**src/rtl/tt_um_weighted_majority_pkg.sv**
```systemverilog
// Shared constants for the recency-weighted majority trend detector.
package tt_um_weighted_majority_pkg;

  localparam int DEFAULT_WINDOW = 8;
  localparam int SCORE_W        = 6;

  localparam int TREND_BIT = 0;
  localparam int SCORE_LSB = 1;
  localparam int VALID_BIT = 7;

  // Half of the total weight 1+2+...+window.
  function automatic int thresh(input int window);
    return (window * (window + 1)) / 4;
  endfunction

endpackage

```
**src/rtl/tt_um_weighted_majority_weighted_sum.sv**
```systemverilog
// Combinational recency-weighted popcount: bit i of the history carries weight i+1.
module weighted_sum
  import tt_um_weighted_majority_pkg::*;
#(
  parameter int WINDOW = DEFAULT_WINDOW
) (
  input  logic [WINDOW-1:0]  hist,
  output logic [SCORE_W-1:0] score
);

  logic [SCORE_W-1:0] sum_s;

  // Accumulate the weights of all set history bits.
  always_comb begin
    sum_s = {SCORE_W{1'b0}};
    for (int i = 0; i < WINDOW; i++) begin
      if (hist[i]) begin
        sum_s = sum_s + SCORE_W'(i + 1);
      end else begin
        sum_s = sum_s;
      end
    end
  end

  assign score = sum_s;

endmodule

```
**src/rtl/tt_um_weighted_majority.sv**
```systemverilog
// Streaming trend detector: weighted sliding window over ui_in[0], registered
// trend/score/valid on uo_out, uio pins unused.
module tt_um_weighted_majority
  import tt_um_weighted_majority_pkg::*;
#(
  parameter int WINDOW = DEFAULT_WINDOW
) (
  input  logic       clk,
  input  logic       rst_n,
  input  logic       ena,
  input  logic [7:0] ui_in,
  output logic [7:0] uo_out,
  input  logic [7:0] uio_in,
  output logic [7:0] uio_out,
  output logic [7:0] uio_oe
);

  localparam int                 CNT_W    = $clog2(WINDOW + 1);
  localparam logic [SCORE_W-1:0] THRESH   = SCORE_W'(thresh(WINDOW));
  localparam logic [CNT_W-1:0]   FILL_MAX = CNT_W'(WINDOW);

  logic [WINDOW-1:0]  hist_q,  hist_d;
  logic [SCORE_W-1:0] score_q, score_d;
  logic               trend_q, trend_d;
  logic [CNT_W-1:0]   fill_q,  fill_d;
  logic               valid_q, valid_d;
  logic [SCORE_W-1:0] score_next_s;
  logic               unused_s;

  // Score is taken from the history that already includes this edge's sample.
  weighted_sum #(
    .WINDOW (WINDOW)
  ) u_weighted_sum (
    .hist  (hist_d),
    .score (score_next_s)
  );

  // Next-state: shift in the new sample, update trend with tie-hold, fill count.
  always_comb begin
    hist_d  = hist_q;
    score_d = score_q;
    trend_d = trend_q;
    fill_d  = fill_q;
    valid_d = valid_q;
    if (ena) begin
      hist_d  = {ui_in[0], hist_q[WINDOW-1:1]};
      score_d = score_next_s;
      if (score_next_s > THRESH) begin
        trend_d = 1'b1;
      end else if (score_next_s < THRESH) begin
        trend_d = 1'b0;
      end else begin
        trend_d = trend_q;
      end
      if (fill_q != FILL_MAX) begin
        fill_d = fill_q + CNT_W'(1);
      end else begin
        fill_d = fill_q;
      end
      valid_d = (fill_d == FILL_MAX);
    end else begin
      hist_d = hist_q;
    end
  end

  // State registers; reset port is active-high despite its name.
  always_ff @(posedge clk or posedge rst_n) begin
    if (rst_n) begin
      hist_q  <= {WINDOW{1'b0}};
      score_q <= {SCORE_W{1'b0}};
      trend_q <= 1'b0;
      fill_q  <= {CNT_W{1'b0}};
      valid_q <= 1'b0;
    end else begin
      hist_q  <= hist_d;
      score_q <= score_d;
      trend_q <= trend_d;
      fill_q  <= fill_d;
      valid_q <= valid_d;
    end
  end

  // Pin map: valid on bit 7, score on 6:1, trend on bit 0.
  always_comb begin
    uo_out                            = 8'h00;
    uo_out[TREND_BIT]                 = trend_q;
    uo_out[SCORE_LSB +: SCORE_W]      = score_q;
    uo_out[VALID_BIT]                 = valid_q;
  end

  assign uio_out  = 8'h00;
  assign uio_oe   = 8'h00;
  assign unused_s = ^{ui_in[7:1], uio_in};

endmodule

```
**config.mk**
```make
export PLATFORM = sky130hd
export DESIGN_NAME = tt_um_weighted_majority
export DESIGN_NICKNAME = d
export VERILOG_FILES = /design/src/rtl/tt_um_weighted_majority_pkg.sv /design/src/rtl/tt_um_weighted_majority_weighted_sum.sv /design/src/rtl/tt_um_weighted_majority.sv
export SDC_FILE = /design/constraint.sdc
export NUM_CORES = 1
export LEC_CHECK = 0
export CAP_MARGIN = 0
export CORE_MARGIN = 4
export CORE_UTILIZATION = 35
export CTS_CLUSTER_SIZE = 24
export DETAILED_ROUTE_END_ITERATION = 8
export SLEW_MARGIN = 20
export SYNTH_ARGS = -nofsm -noshare
export SYNTH_HDL_FRONTEND = slang
export SYNTH_SLANG_ARGS = --single-unit
```
**constraint.sdc**
```tcl
create_clock -name clk -period 4.81 [get_ports clk]
set_clock_uncertainty 0.2 [all_clocks]
set_input_delay 0.481 -clock clk [delete_from_list [all_inputs] [get_ports clk]]
set_output_delay 0.481 -clock clk [all_outputs]
set_load 0.1 [all_outputs]
```
==> qor.txt, run 1 <==
Post-synth EDFFs: 0
Clock Latency Late Sink: 0.26 ns
Mapped Avg Cell Area: 8.72 sq um
largest cells by area after synthesis: dfrtp_1 28%, buf_4 7.5%, ha_1 5.5%
fillers: 507
Worst Setup EP: trend_q
CP delay by family, top: compound AO/OA/AOI/OAI gates
CTS buffer count: 3
initial core utilization: 37.2%
CTS tree: done
crit path from: ena
Max-slew headroom: 35.2%
initial antenna violation count: 0
Cell variety after synth: 51
clock-pin slew of the registers on the worst-case setup and hold paths: 0.08 ns
measured slew at the worst slew-check pin: 0.969 ns
via count: 1480
Cell Chain, Critical Path: dlymetal6s2s_1 > mux2i_2 > ha_1 > nor2b_1 > o21ai_1 > o211ai_1 > ha_1 > nor2_2 > nor3_2 > inv_1 > ha_1 > o21a_1 > o21ai_0 > o2bb2ai_1 > a211oi_2 > nor3_1 > or2_1 > ha_1 > nand2_1 > o21ai_0 > o31ai_1 > o311ai_2
Critical Path Start Type: input port
share of cells above drive strength 1: 23.0%
M1 WL: 1890 um
PnR worst setup slack: 0.496 ns
DP Wirelength: 2890 um
area of the multi-input gates: 1170 sq um
Post-synth top cells: 20 x dfrtp_1, 18 x buf_4, 16 x nand2_1, 12 x inv_1, 12 x nor2_1
top-area cell type share of the netlist area: 27.6%
Max clock buf depth: 2
R2R depth: 21
Reg2Reg Launch Point: hist_q[2]
CP bufs+invs: 2
worst hold-check path type: reg2reg
final-stage net count: 267
count leader, synth: dfrtp_1
Setup WS pre-CTS: -0.252 ns
GPL Wtd Cong: 0.794
#FFs+latches synth: 20
crit path DAT: 4.24 ns
fraction of the yosys area taken by sequential cells: 27.6%
vias in the first global route: 1468
Clock H-tree levels: 1
die height: 80.0 um
Register Area: 504 sq um
Worst Path Required: 4.73 ns
RSZ-0062 raised after global routing: no
post-synthesis cell area: 1810 sq um
number of cells on the critical path: 22
max_cap viols: 0
Initial DRC Count: 43
grt total ovfl: 0
largest net degree at the start of global routing: 21
Final Cell Area: 2200 sq um
drt wl/cell: 12.5 um
Ant. Diodes: 0
Final ANT Viol Nets: 0
Max Used Layer: met4
Main synth FF type: dfrtp_1
Row Count: 25
Global Route Usage Sum: 13.1%
fin crit share: 89.7%
# DRC: 0
die area: 6400 sq um
Post-DP Area: 2070 sq um
Final Slew Violations: 0
yosys warns: 0
total core area: 4880 sq um
CTS Hold Bufs: 0
port bufs: 11
Post-synth ARST share: 100%
Pre-antenna DRT Iters: 4
Sink Count: 20
setup violators final: 0
kind of end point of the critical path: register
IO Count: 43
largest area contributor in the netlist: dfrtp_1
Final Hold Viols: 0
Mapped Cells: 208
first-pass GRT wire length: 6730 um
CTS Root Cell: clkbuf_8
Area Overhead vs Synth: 21.3%
WL met2: 1800 um
r2r endpoint: trend_q
CP Class: in2reg
Die W: 80.0 um
CP max stage delay: 0.33 ns
slowest cell on the critical path: a211oi_2
flop2flop setup slack: 0.53 ns
routed vias/inst: 4.84
status: finished clean
metal3 WL: 111 um
fmax: 232 MHz
final WL: 3840 um
crit-path max FO: 4
Top cell by count, worst path: ha_1
min Tclk post-route: 4.31 ns
==> worst register-to-register path: stages (launching register included) <==
cell and delay (ns):
dfrtp_2 0.45, mux2i_2 0.10, ha_1 0.31, nor2b_1 0.06
o21ai_1 0.14, o211ai_1 0.10, ha_1 0.32, nor2_2 0.06
nor3_2 0.11, inv_1 0.06, ha_1 0.21, o21a_1 0.20
o21ai_0 0.16, o2bb2ai_1 0.13, a211oi_2 0.33, nor3_1 0.10
or2_1 0.23, ha_1 0.31, nand2_1 0.06, o21ai_0 0.07
o31ai_1 0.30, o311ai_2 0.15
==> worst min path at each step <==
stage | start | to | slack (ns) | depth (start not counted)
floorplan | rst_n | fill_q[0] | 0.24 | 1
global placement | valid_q | valid_q | 0.28 | 2
detailed placement | score_q[4] | score_q[4] | 0.27 | 2
CTS | valid_q | valid_q | 0.30 | 2
global route | valid_q | valid_q | 0.35 | 2
finish | score_q[4] | score_q[4] | 0.30 | 2
==> layer usage <==
metal | vias to the layer above | track usage, %
met3 | 4 | 1.35
met2 | 23 | 22.0
met4 | 0 | 4.05
met5 | - | 0
met1 | 686 | 17.7
li1 | 767 | -
==> stage by stage <==
stage               hold WS, ns  utilization [%]  TNS (ns)  cells
global placement          0.275             42.5    -0.361    299
CTS                       0.301             44.0         0    303
detailed placement        0.270             42.5    -0.413    299
floorplan                 0.244                -         0    223
global route              0.347             45.1         0    306
finish                    0.297             45.1         0    306
==> cell usage in the layout, fill, tap and decap left out, types with 4 or more instances in the layout <==
cell | synthesis | layout
clkdlybuf4s50_1 | 0 | 10
mux2_2 | 4 | 4
nor2_1 | 12 | 11
o21ai_0 | 8 | 7
ha_1 | 8 | 8
conb_1 | 1 | 16
buf_4 | 18 | 27
mux2i_1 | 7 | 5
nor2b_1 | 5 | 5
xnor2_1 | 8 | 8
nand2_1 | 16 | 16
nand2b_1 | 4 | 4
inv_1 | 12 | 12
dfrtp_1 | 20 | 17
nand3_1 | 8 | 8
nor3_1 | 6 | 4
a21oi_1 | 10 | 10
==> sequential cells by signal, indices dropped and copies added, names as in the netlist <==
signal   count
score_q      6
fill_q       4
trend_q      1
hist_q       8
valid_q      1
==> repair_timing <==
action	4_1_cts	5_1_grt
resized for setup	0	11
setup buffers	0	3
setup endpoints to repair	0	3
==> cell families after synthesis <==
kind of cell	synth area share, %
compound gates	19.1
xor+xnor	8.21
fa+ha+maj	5.52
buf+inv	12.4
flops	27.6
mux	7.59
other cells	0.207
simple gates	19.3
==> layout make-up <==
class	count	share of cell area (%)
clock buffers	3	1.88
flip-flops and latches	20	22.9
multi-input cells	162	53.1
inverters	15	2.56
well taps	67	3.81
clock inverters	1	1.37
repair buffers	38	14.3
Power of run 1 is left out: the tool's default activity adds up to more than one toggle a clock period on the data nets, which glitch-free logic cannot reach.
==> run 2, diff against run 1 <==
CORE_MARGIN = default   (was 4)
CTS_CLUSTER_SIZE = 16   (was 24)
==> run 2 against run 1 <==
Compared with the run above:
- wire length is 2.6% lower
- via count rose by 2.2%
- count of clock-buffer cells in the layout rose by 1
- register-to-register slack worse by 0.16 ns
- sequential share of layout area increased by 0.40 points
- highest routed layer unchanged
- worst hold slack got worse by 0.011 ns
- design area is 2.2% lower
- die area fell by 14%
- critical path depth decreased by 1
- global-route usage up 1.5 points
- flip-flop and latch count is the same
==> qor.txt, run 2 (same netlist as run 1, synthesis figures left out) <==
via count: 1512 (+2.2%)
die height: 74.0 um (-7.5%)
fin crit share: 92.4% (+2.7 points)
Critical Path Start Type: register
CP bufs+invs: 1 (-1)
measured slew at the worst slew-check pin: 0.981 ns (+0.0124 ns)
IO Count: 43 (unchanged)
Max-slew headroom: 34.4% (-0.83 points)
Reg with most FFs: hist_q
Final Slew Violations: 0 (unchanged)
number of flip-flops in the largest register: 8 (unchanged)
kind of end point of the critical path: register
Clock H-tree levels: 1 (unchanged)
crit path DAT: 4.36 ns (+0.12 ns)
setup violators final: 0 (unchanged)
Initial DRC Count: 45 (+4.7%)
fillers: 485 (-4.3%)
largest registers: hist_q: 8 flops, score_q: 6 flops, fill_q: 4 flops
max_cap viols: 0 (unchanged)
Top cell by count, worst path: ha_1
# DRC: 0 (unchanged)
status: finished clean
largest net degree at the start of global routing: 21 (unchanged)
CTS tree: done
Sink Count: 20 (unchanged)
CTS Hold Bufs: 0 (unchanged)
crit-path max FO: 8 (+4)
commonest non-fill, non-tap cell in the layout: buf_4
initial core utilization: 37.4% (+0.24 points)
GPL Wtd Cong: 0.798 (+0.55%)
routed vias/inst: 4.97 (+2.8%)
final WL: 3740 um (-2.6%)
share of cells above drive strength 1: 19.8% (-3.2 points)
CP max stage delay: 0.47 ns (+0.14 ns)
die area: 5470 sq um (-14%)
Final ANT Viol Nets: 0 (unchanged)
initial antenna violation count: 0 (unchanged)
Clock Latency Late Sink: 0.25 ns (about the same)
Die W: 74.0 um (-7.5%)
vias in the first global route: 1460 (-0.54%)
Global Route Usage Sum: 14.6% (+1.5 points)
Max clock buf depth: 2 (unchanged)
slowest cell on the critical path: dfrtp_1
Cell Chain, Critical Path: mux2i_1 > ha_1 > nor2b_1 > o21ai_0 > o211ai_1 > ha_1 > nor2_1 > nor3_1 > inv_1 > ha_1 > nor3_1 > a211oi_1 > o2bb2ai_1 > a211oi_2 > nor3_2 > or2_1 > ha_1 > nand2_1 > o21ai_0 > o31ai_1 > o311ai_2
CTS buffer count: 3 (unchanged)
hold slack final: 0.286 ns (-0.0108 ns)
total core area: 4850 sq um (-0.64%)
min Tclk post-route: 4.44 ns (+0.131 ns)
CTS Root Cell: clkbuf_8
Pre-antenna DRT Iters: 4 (unchanged)
DP Wirelength: 2800 um (-3.1%)
area of the multi-input gates: 1150 sq um (-1.3%)
Worst Path Required: 4.73 ns (about the same)
Area Overhead vs Synth: 18.6%
first-pass GRT wire length: 6290 um (-6.7%)
Ant. Diodes: 0 (unchanged)
Row Count: 25 (unchanged)
clock-pin slew of the registers on the worst-case setup and hold paths: 0.07 ns (about the same)
CP Class: reg2reg
port bufs: 11 (unchanged)
CP delay by family, top: compound AO/OA/AOI/OAI gates
final-stage net count: 265 (-0.75%)
worst hold-check path type: reg2reg
grt total ovfl: 0 (unchanged)
Final Hold Viols: 0 (unchanged)
fmax: 225 MHz (-2.9%)
Register Area: 502 sq um (-0.50%)
most frequent cells in the layout: 25 x buf_4, 19 x dfrtp_1, 16 x nand2_1, 16 x conb_1
drt wl/cell: 12.3 um (-1.9%)
run 2: changes by cell type in the layout (fill, tap and decap cells not counted), sizes merged:
cell,previous run,this run
buf,27,25
bufinv,1,0
clkbuf,3,4
run 2: through the flow:
stage / setup slack, ns / instances / instance area, sq um / util [%] / TNS (ns)
2_1_floorplan: 0.129 / 223 / 1870 / - / 0
3_3_place_gp: -0.213 / 299 / 2070 / 42.8 / -0.393
3_5_place_dp: -0.223 / 299 / 2070 / 42.8 / -0.415
4_1_cts: 0.0114 / 303 / 2130 / 43.9 / 0
5_1_grt: -0.0137 / 304 / 2150 / 44.4 / -0.0137
6_report: 0.365 / 304 / 2150 / 44.4 / 0
run 2: area by class of cell:
class | instances | share of cell area (%)
Clock buffer | 4 | 2.56
Tap cell | 67 | 3.90
Sequential cell | 20 | 23.3
Timing Repair Buffer | 36 | 14.0
Inverter | 15 | 2.62
Multi-Input combinational cell | 162 | 53.6
run 2: path summary, 6_finish.rpt:
check,to,cells after the start,slack (ns),start
worst max-delay path,trend_q,21,0.37,hist_q[2]
worst min register to register,score_q[4],2,0.29,score_q[4]
max in group asynchronous,hist_q[1],2,3.41,rst_n
min in group asynchronous,hist_q[0],2,0.47,rst_n
worst max register to register,trend_q,21,0.37,hist_q[2]
worst min-delay path,score_q[4],2,0.29,score_q[4]
run 2: per-layer routing:
layer	part of all wire (%)	up-vias	GRT usage [%]
met5	0	-	0
met4	1.7	0	2.78
met3	3.0	6	2.57
met2	44	32	24.8
met1	51	705	19.5
li1	-	769	-
run 2: repair_timing:
action / in CTS / in global routing
setup endpoints to repair: 0 / 3
resized for setup: 0 / 4
buffers inserted: 0 / 1
run 2: worst register-to-register path, cell delays in order, from the launching register on:
cell	delay [ns]
dfrtp_1	0.47
mux2i_1	0.14
ha_1	0.35
nor2b_1	0.07
o21ai_0	0.17
o211ai_1	0.11
ha_1	0.31
nor2_1	0.06
nor3_1	0.15
inv_1	0.06
ha_1	0.20
nor3_1	0.25
a211oi_1	0.08
o2bb2ai_1	0.19
a211oi_2	0.37
nor3_2	0.08
or2_1	0.22
ha_1	0.31
nand2_1	0.06
o21ai_0	0.07
o31ai_1	0.25
o311ai_2	0.14
Power of run 2 is left out for the same reason.
==> run 3, diff against run 2 <==
CELL_PAD_IN_SITES_DETAIL_PLACEMENT = 1   (was default)
CELL_PAD_IN_SITES_GLOBAL_PLACEMENT = 1   (was default)
PLACE_DENSITY_LB_ADDON = 0.1   (was default)
==> run 3 against run 2 <==
Compared with the run above:
- core utilization rose by 1.6 points
- die area unchanged
- via count up 3.4%
- flip-flop and latch count unchanged
- critical path depth is 1 higher
- cell count up 2.0%
- design area grew 3.6%
- first-iteration DRC count up 58%
- non-clock buffer count increased by 6
- setup slack improved by 0.029 ns
==> qor.txt, run 3 (same netlist as run 1, synthesis figures left out) <==
Hold EP: score_q[4]
RSZ-0062 raised after global routing: no
fmax: 226 MHz (+0.65%)
via count: 1563 (+3.4%)
Final Hold Viols: 0 (unchanged)
status: finished clean
worst hold-check path type: reg2reg
commonest non-fill, non-tap cell in the layout: buf_4
drt wl/cell: 15.5 um (+26%)
total core area: 4850 sq um (unchanged)
Max clock buf depth: 2 (unchanged)
critical hold path startpoint: score_q[4]
Final Slew Violations: 0 (unchanged)
flop2flop setup slack: 0.41 ns (+0.04 ns)
CTS tree: done
Row Count: 25 (unchanged)
Clock Latency Late Sink: 0.27 ns (+0.02 ns)
GPL Wtd Cong: 0.851 (+6.6%)
largest registers: hist_q: 8 flops, score_q: 6 flops, fill_q: 4 flops
Ant. Diodes: 0 (unchanged)
Max-slew headroom: 34.3% (about the same)
# DRC: 0 (unchanged)
IO Count: 43 (unchanged)
CTS buffer count: 3 (unchanged)
Die W: 74.0 um (unchanged)
met2 Usage GRT: 35.7% (+11 points)
vias in the first global route: 1649 (+13%)
DP Wirelength: 3860 um (+38%)
CTS Hold Bufs: 0 (unchanged)
hold slack final: 0.286 ns (-0.0000530 ns)
crit-path max FO: 3 (-5)
grt total ovfl: 0 (unchanged)
Critical Path Start Type: input port
r2r endpoint: trend_q
routed vias/inst: 5.04 (+1.4%)
share of cells above drive strength 1: 23.9% (+4.0 points)
Worst Path Required: 4.74 ns (about the same)
min Tclk post-route: 4.42 ns (-0.0287 ns)
Reg2Reg Launch Point: hist_q[2]
measured slew at the worst slew-check pin: 0.982 ns (+0.000434 ns)
Reg with most FFs: hist_q
kind of end point of the critical path: register
first-pass GRT wire length: 8090 um (+29%)
clock-pin slew of the registers on the worst-case setup and hold paths: 0.08 ns (about the same)
Sink Count: 20 (unchanged)
crit path DAT: 4.35 ns (about the same)
Clock H-tree levels: 1 (unchanged)
Area Overhead vs Synth: 22.9%
Pre-antenna DRT Iters: 4 (unchanged)
CP Class: in2reg
GRT busiest layer: met2
Initial DRC Count: 71 (+58%)
final-stage net count: 271 (+2.3%)
met3 usage: 2.03% (-0.54 points)
fin crit share: 91.8% (-0.60 points)
final WL: 4810 um (+29%)
worst hold stages: 2 (unchanged)
R2R depth: 21 (unchanged)
largest net degree at the start of global routing: 21 (unchanged)
CTS Root Cell: clkbuf_8
initial core utilization: 37.4% (unchanged)
number of flip-flops in the largest register: 8 (unchanged)
setup violators final: 0 (unchanged)
met1 Use GR: 24.8% (+5.3 points)
Global Route Usage Sum: 19.7% (+5.1 points)
max_cap viols: 0 (unchanged)
port bufs: 11 (unchanged)
initial antenna violation count: 0 (unchanged)
die height: 74.0 um (unchanged)
most frequent cells in the layout: 31 x buf_4, 17 x dfrtp_1, 16 x nand2_1, 16 x conb_1
die area: 5470 sq um (unchanged)
Final ANT Viol Nets: 0 (unchanged)
setup TNS: 0 ns (unchanged)
run 3: cell types whose count changed in the layout (fill, tap and decap cells not counted), sizes merged:
cell / delta
clkbuf: -1
buf: +6
bufinv: +1
run 3: final cells by class:
| class | count | area, sq um |
|---|---|---|
| repair buffers | 42 | 345 |
| flip-flops and latches | 20 | 504 |
| clock buffers | 3 | 41.3 |
| well taps | 67 | 83.8 |
| inverters | 15 | 56.3 |
| multi-input cells | 162 | 1170 |
| fillers | 591 | 2620 |
| clock inverters | 1 | 30.0 |
run 3: critical path, cell delays in order:
cell,delay (ns)
dlymetal6s2s_1,0.17
mux2i_2,0.18
ha_1,0.32
nor2b_1,0.07
o21ai_0,0.17
o211ai_1,0.11
ha_1,0.31
nor2_1,0.06
nor3_1,0.14
inv_1,0.06
ha_1,0.23
o21a_1,0.21
a211oi_1,0.26
o2bb2ai_2,0.17
a211oi_2,0.09
o21a_1,0.16
or2_1,0.23
ha_1,0.31
nand2_1,0.06
o21ai_0,0.08
o31ai_1,0.31
o311ai_2,0.15
run 3: what timing repair did:
action,CTS,global route
gates cloned,0,0
gates resized for setup,1,9
buffers inserted,0,2
endpoints found under the hold margin,0,0
setup endpoints to repair,1,3
pin swaps,0,2
run 3: worst max-delay path by stage:
stage / start / end / slack [ns]
final: ena / trend_q / 0.39
after global routing: hist_q[2] / trend_q / 0.01
after CTS: ena / trend_q / 0.04
after detailed placement: ena / trend_q / -0.30
after global placement: ena / trend_q / -0.17
after floorplan: ena / trend_q / 0.13
run 3: stage by stage:
stage	cells	util (%)	worst slack, ns	area (sq um)
6_report	310	46.0	0.394	2230
5_1_grt	310	46.0	0.00958	2230
4_1_cts	308	45.1	0.0434	2190
3_5_place_dp	304	43.6	-0.299	2110
3_3_place_gp	304	43.6	-0.171	2110
2_1_floorplan	223	-	0.129	1870
run 3: per-layer routing:
metal | share of wire (%) | wire, um
met1 | 47 | 2240
met4 | 1.1 | 53
met5 | 0 | 0
met3 | 1.4 | 67
met2 | 51 | 2450
Power of run 3 is left out for the same reason.
